File: src/rtl/period_meter.sv
// Measures period and high time of a slow async square wave in system clocks.
// Latency: valid 3 edges after sig_in is sampled high; no backpressure, valid is a one-cycle strobe.
module period_meter #(
  parameter int COUNTER_SIZE  = 24,
  parameter int TIMEOUT_LIMIT = 1000000
) (
  input  logic                    clock,
  input  logic                    reset,
  input  logic                    sig_in,
  output logic                    sig_sync,
  output logic [COUNTER_SIZE-1:0] period,
  output logic [COUNTER_SIZE-1:0] high_time,
  output logic                    valid,
  output logic                    timeout
);

  localparam logic [COUNTER_SIZE-1:0] CNT_LAST = COUNTER_SIZE'(TIMEOUT_LIMIT - 1);

  typedef enum logic [1:0] {IDLE, MEASURE, STALLED} state_t;

  state_t                  state;
  logic                    s1;
  logic                    prev;
  logic                    rise;
  logic                    fall;
  logic [COUNTER_SIZE-1:0] cnt;
  logic [COUNTER_SIZE-1:0] cnt_inc;
  logic [COUNTER_SIZE-1:0] hi_pend;

  assign rise    = sig_sync & ~prev;
  assign fall    = ~sig_sync & prev;
  // cnt is capped at CNT_LAST, so this increment can never wrap
  assign cnt_inc = cnt + COUNTER_SIZE'(1);

  always_ff @(posedge clock) begin
    if (reset) begin
      s1        <= 1'b0;
      sig_sync  <= 1'b0;
      prev      <= 1'b0;
      state     <= IDLE;
      cnt       <= '0;
      hi_pend   <= '0;
      period    <= '0;
      high_time <= '0;
      valid     <= 1'b0;
      timeout   <= 1'b0;
    end else begin
      s1       <= sig_in;
      sig_sync <= s1;
      prev     <= sig_sync;
      valid    <= 1'b0;
      case (state)
        IDLE: begin
          cnt <= '0;
          if (rise) state <= MEASURE;
        end
        MEASURE: begin
          if (rise) begin
            period    <= cnt_inc;
            high_time <= hi_pend;
            valid     <= 1'b1;
            cnt       <= '0;
          end else if (cnt == CNT_LAST) begin
            state   <= STALLED;
            timeout <= 1'b1;
          end else begin
            cnt <= cnt_inc;
          end
          if (fall) hi_pend <= cnt_inc;
        end
        STALLED: begin
          // the period that ends on this rise began before the stall, so it is discarded
          if (rise) begin
            timeout <= 1'b0;
            cnt     <= '0;
            state   <= MEASURE;
          end
        end
        default: begin
          state   <= IDLE;
          cnt     <= '0;
          timeout <= 1'b0;
        end
      endcase
    end
  end

endmodule
File: config.mk
export PLATFORM = sky130hd
export DESIGN_NAME = period_meter
export DESIGN_NICKNAME = d
export VERILOG_FILES = /design/src/rtl/period_meter.sv
export SDC_FILE = /design/constraint.sdc
export NUM_CORES = 1
export LEC_CHECK = 0
export ABC_AREA = 1
export BUFFER_PORTS_ARGS = -buffer_cell sky130_fd_sc_hd__buf_2
export CAP_MARGIN = 0
export CORE_UTILIZATION = 58
export CTS_CLUSTER_DIAMETER = 80
export DETAILED_ROUTE_END_ITERATION = 16
export GPL_TIMING_DRIVEN = 0
export MAX_ROUTING_LAYER = met4
export PLACE_DENSITY = 0.92
export SLEW_MARGIN = 20
export SYNTH_ARGS = -nofsm -noshare
export SYNTH_HDL_FRONTEND = slang
export SYNTH_SLANG_ARGS = --single-unit
File: constraint.sdc
create_clock -name clock -period 2.1 [get_ports clock]
set_clock_uncertainty 0.2 [all_clocks]
set_input_delay 0.42 -clock clock [delete_from_list [all_inputs] [get_ports clock]]
set_output_delay 0.42 -clock clock [all_outputs]
set_load 0.01 [all_outputs]
==> impl_results.md <==
- Status: complete, no violations
- Yosys cell types: 30
- Number of max-cap violations: 0
- Max Fclk: 496 MHz
- Layout overhead on the synthesized area: 15.0%
- Yosys reg bits: 103
- Starting DRT DRC Count: 405
- Final Wtd Congestion: 0.942
- Post-Place Cell Area: 0.00482 mm²
- CP max stage delay: 0.46 ns
- Final Worst Setup Slack: 0.0857 ns
- Vias: 4329
- Core area: 0.00733 mm²
- Overall Global Routing Usage: 0.306
- Clock buffer depth: 2
- Hold_ws: 0.0417 ns
- Row count: 31
- Most common cell after layout, fill and taps aside: nor2_1
- Setup WS pre-CTS: -0.00209 ns
- Post-Syn Area: 0.00444 mm²
- Full die area: 0.00800 mm²
- Minimum clock period: 2.01 ns
- Worst-Skew Late Latency: 0.37 ns
- Initial antenna violation count: 0
- CP arrival: 2.07 ns
- Grt total ovfl: 0
- Number of global-route vias before repair: 3947
- CTS root buffer: clkbuf_8
- CTS tree: yes
- Cell area after layout: 0.00510 mm²
- Residual DRC count: 0
- Startpoint types: flop
- Leak: 0.00265 µW
- Die Height: 89.5 µm
- Slew headroom: 0.671
- Drt first pass iters: 7
- Ant diodes: 0
- Fillers: 538
- Max VDD drop: 325 µV
- Syn nets: 643
- Post-CTS Setup Repair Bufs: 0
- Tcrit/Tclk final: 0.959
- Commonest non-fill, non-tap cells in the layout: nor2_1 (169), nand2_1 (114), dfxtp_1 (100), inv_1 (65), o21ai_0 (63)
- Count of pins over their slew limit: 0
- Die W: 89.5 µm
- CTS buffer count: 9
- Final HPWL DP: 8.08 mm
- CP Capture Type: flop
- I/O pins: 54
- Final setup violation count: 0
- Avg Inst Size Synth: 6.94 µm²
- Post-Layout Cell Count: 806
- Cell Chain, Critical Path: nand2_1 -> nor2_4 -> inv_2 -> clkbuf_1 -> o21ai_0 -> inv_1
- Critical path type: reg -> reg
- CP max stage cell: dfxtp_1
- Reg2reg start: sig_sync
- First-pass GRT wire length: 17.9 mm
- Largest net degree at the start of global routing: 20
- Syn. warnings: 0
- H-tree depth: 3
- Port buffer count: 52
- Crit. Startpoint: sig_sync
- Clock slew at reported path FFs: 0.10 ns
- Layout cells sized above 1: 0.153
- Register area share after synthesis: 0.465
- Largest fanout on the critical path: 10
- Min-delay worst type: in -> reg
- Vias per inst: 5.37
- Required time of the critical path: 2.16 ns
- HP Start: sig_in
- Cells after synthesis: 639
- RSZ-0062 raised after global routing: yes
- Starting density of the core: 0.605
- Total Wirelength: 11.3 mm
- Routed length per instance: 14.0 µm
- Clk sinks: 103
- Final setup TNS: 0 ns
- Dpl cells: 790
- P per Cell Area: 670 mW/mm²
- Slew @ Worst Pin: 0.494 ns
- Final ANT Viol Nets: 0
- Reg2reg setup slack: 0.09 ns
- NumNets Final: 706
- Hold Vio Cnt, Final: 0
## cell families (layout without fill, tap and decap cells)
kind of cell	after synthesis	count (layout)	synth area share
and+or+nand+nor	340	340	0.315
DFF	103	103	0.465
buffers and inverters	97	165	0.0922
AOI/OAI and AO/OA	84	84	0.0973
xor gates and xnor gates	14	14	0.0276
adders and majority gates	1	1	0.00282
## synthesized netlist by cell type (all sizes together)
master	number	area, µm²
inv	66	248
nand4	1	6.26
nand2	118	455
xnor2	5	43.8
nand3	34	188
dfxtp	103	2060
o21ai	72	360
or2	1	6.26
clkbuf	15	56.3
xor2	9	78.8
buf	15	100
nand3b	3	22.5
nor3	4	20.0
a21oi	12	71.3
ha	1	12.5
clkinv	1	5.00
nor2	179	699
## critical path, delay by kind of cell (launching register included)
kind,cells,cell delay [ns]
compound gates,1,0.27
simple gates,2,0.50
flops,1,0.46
buf+inv,3,0.48
## cell type report
type,count,area [µm²],share of cell area
buffer,30,159,0.0312
multi-input combinational,439,2020,0.397
sequential,103,2070,0.405
timing repair buffer,52,260,0.0510
inverter,67,253,0.0495
clock inverter,7,91.3,0.0179
tap,99,124,0.0243
clock buffer,9,124,0.0243
## per-layer routing
metal  GRT usage  vias up  wire length (µm)
met2       0.498      220              5350
met3      0.0637       51               906
met4       0.170        0               411
li1            -     2091                 -
met1       0.353     1967              4610
met5           -        -                 0
## through the flow
step / util / total power (µW)
2_1_floorplan: - / 2100
3_3_place_gp: 0.657 / 2130
3_5_place_dp: 0.657 / 2140
4_1_cts: 0.687 / 3420
5_1_grt: 0.696 / 3530
6_report: 0.696 / 3420
## path summary, 6_finish.rpt
path,endpoint,cells past startpoint
worst max-delay path,period[8],6
worst min-delay path,s1,3
worst max register to register,period[8],6
worst min register to register,sig_sync,2
## timing repair
| action | in CTS | in global routing |
|---|---|---|
| gates resized for setup | 1 | 17 |
| hold endpoints to repair | 0 | 0 |
| endpoints found under the setup margin | 3 | 41 |
| pin swaps | 0 | 1 |
| hold buffers | 0 | 0 |
## state kept, by name, summed over array words and instances, names as in the netlist
name       flops
valid          1
state          2
cnt           24
s1             1
timeout        1
prev           1
high_time     24
period        24
hi_pend       24
sig_sync       1
## power by group
| part | switching, µW | internal [µW] | total (µW) | leakage (µW) |
|---|---|---|---|---|
| logic | 83.6 | 34.5 | 118 | 0.00171 |
| registers | 11.9 | 1970 | 1980 | 0.000832 |
| clock network | 738 | 580 | 1320 | 0.000105 |
Power figures use the tool's default switching activity.
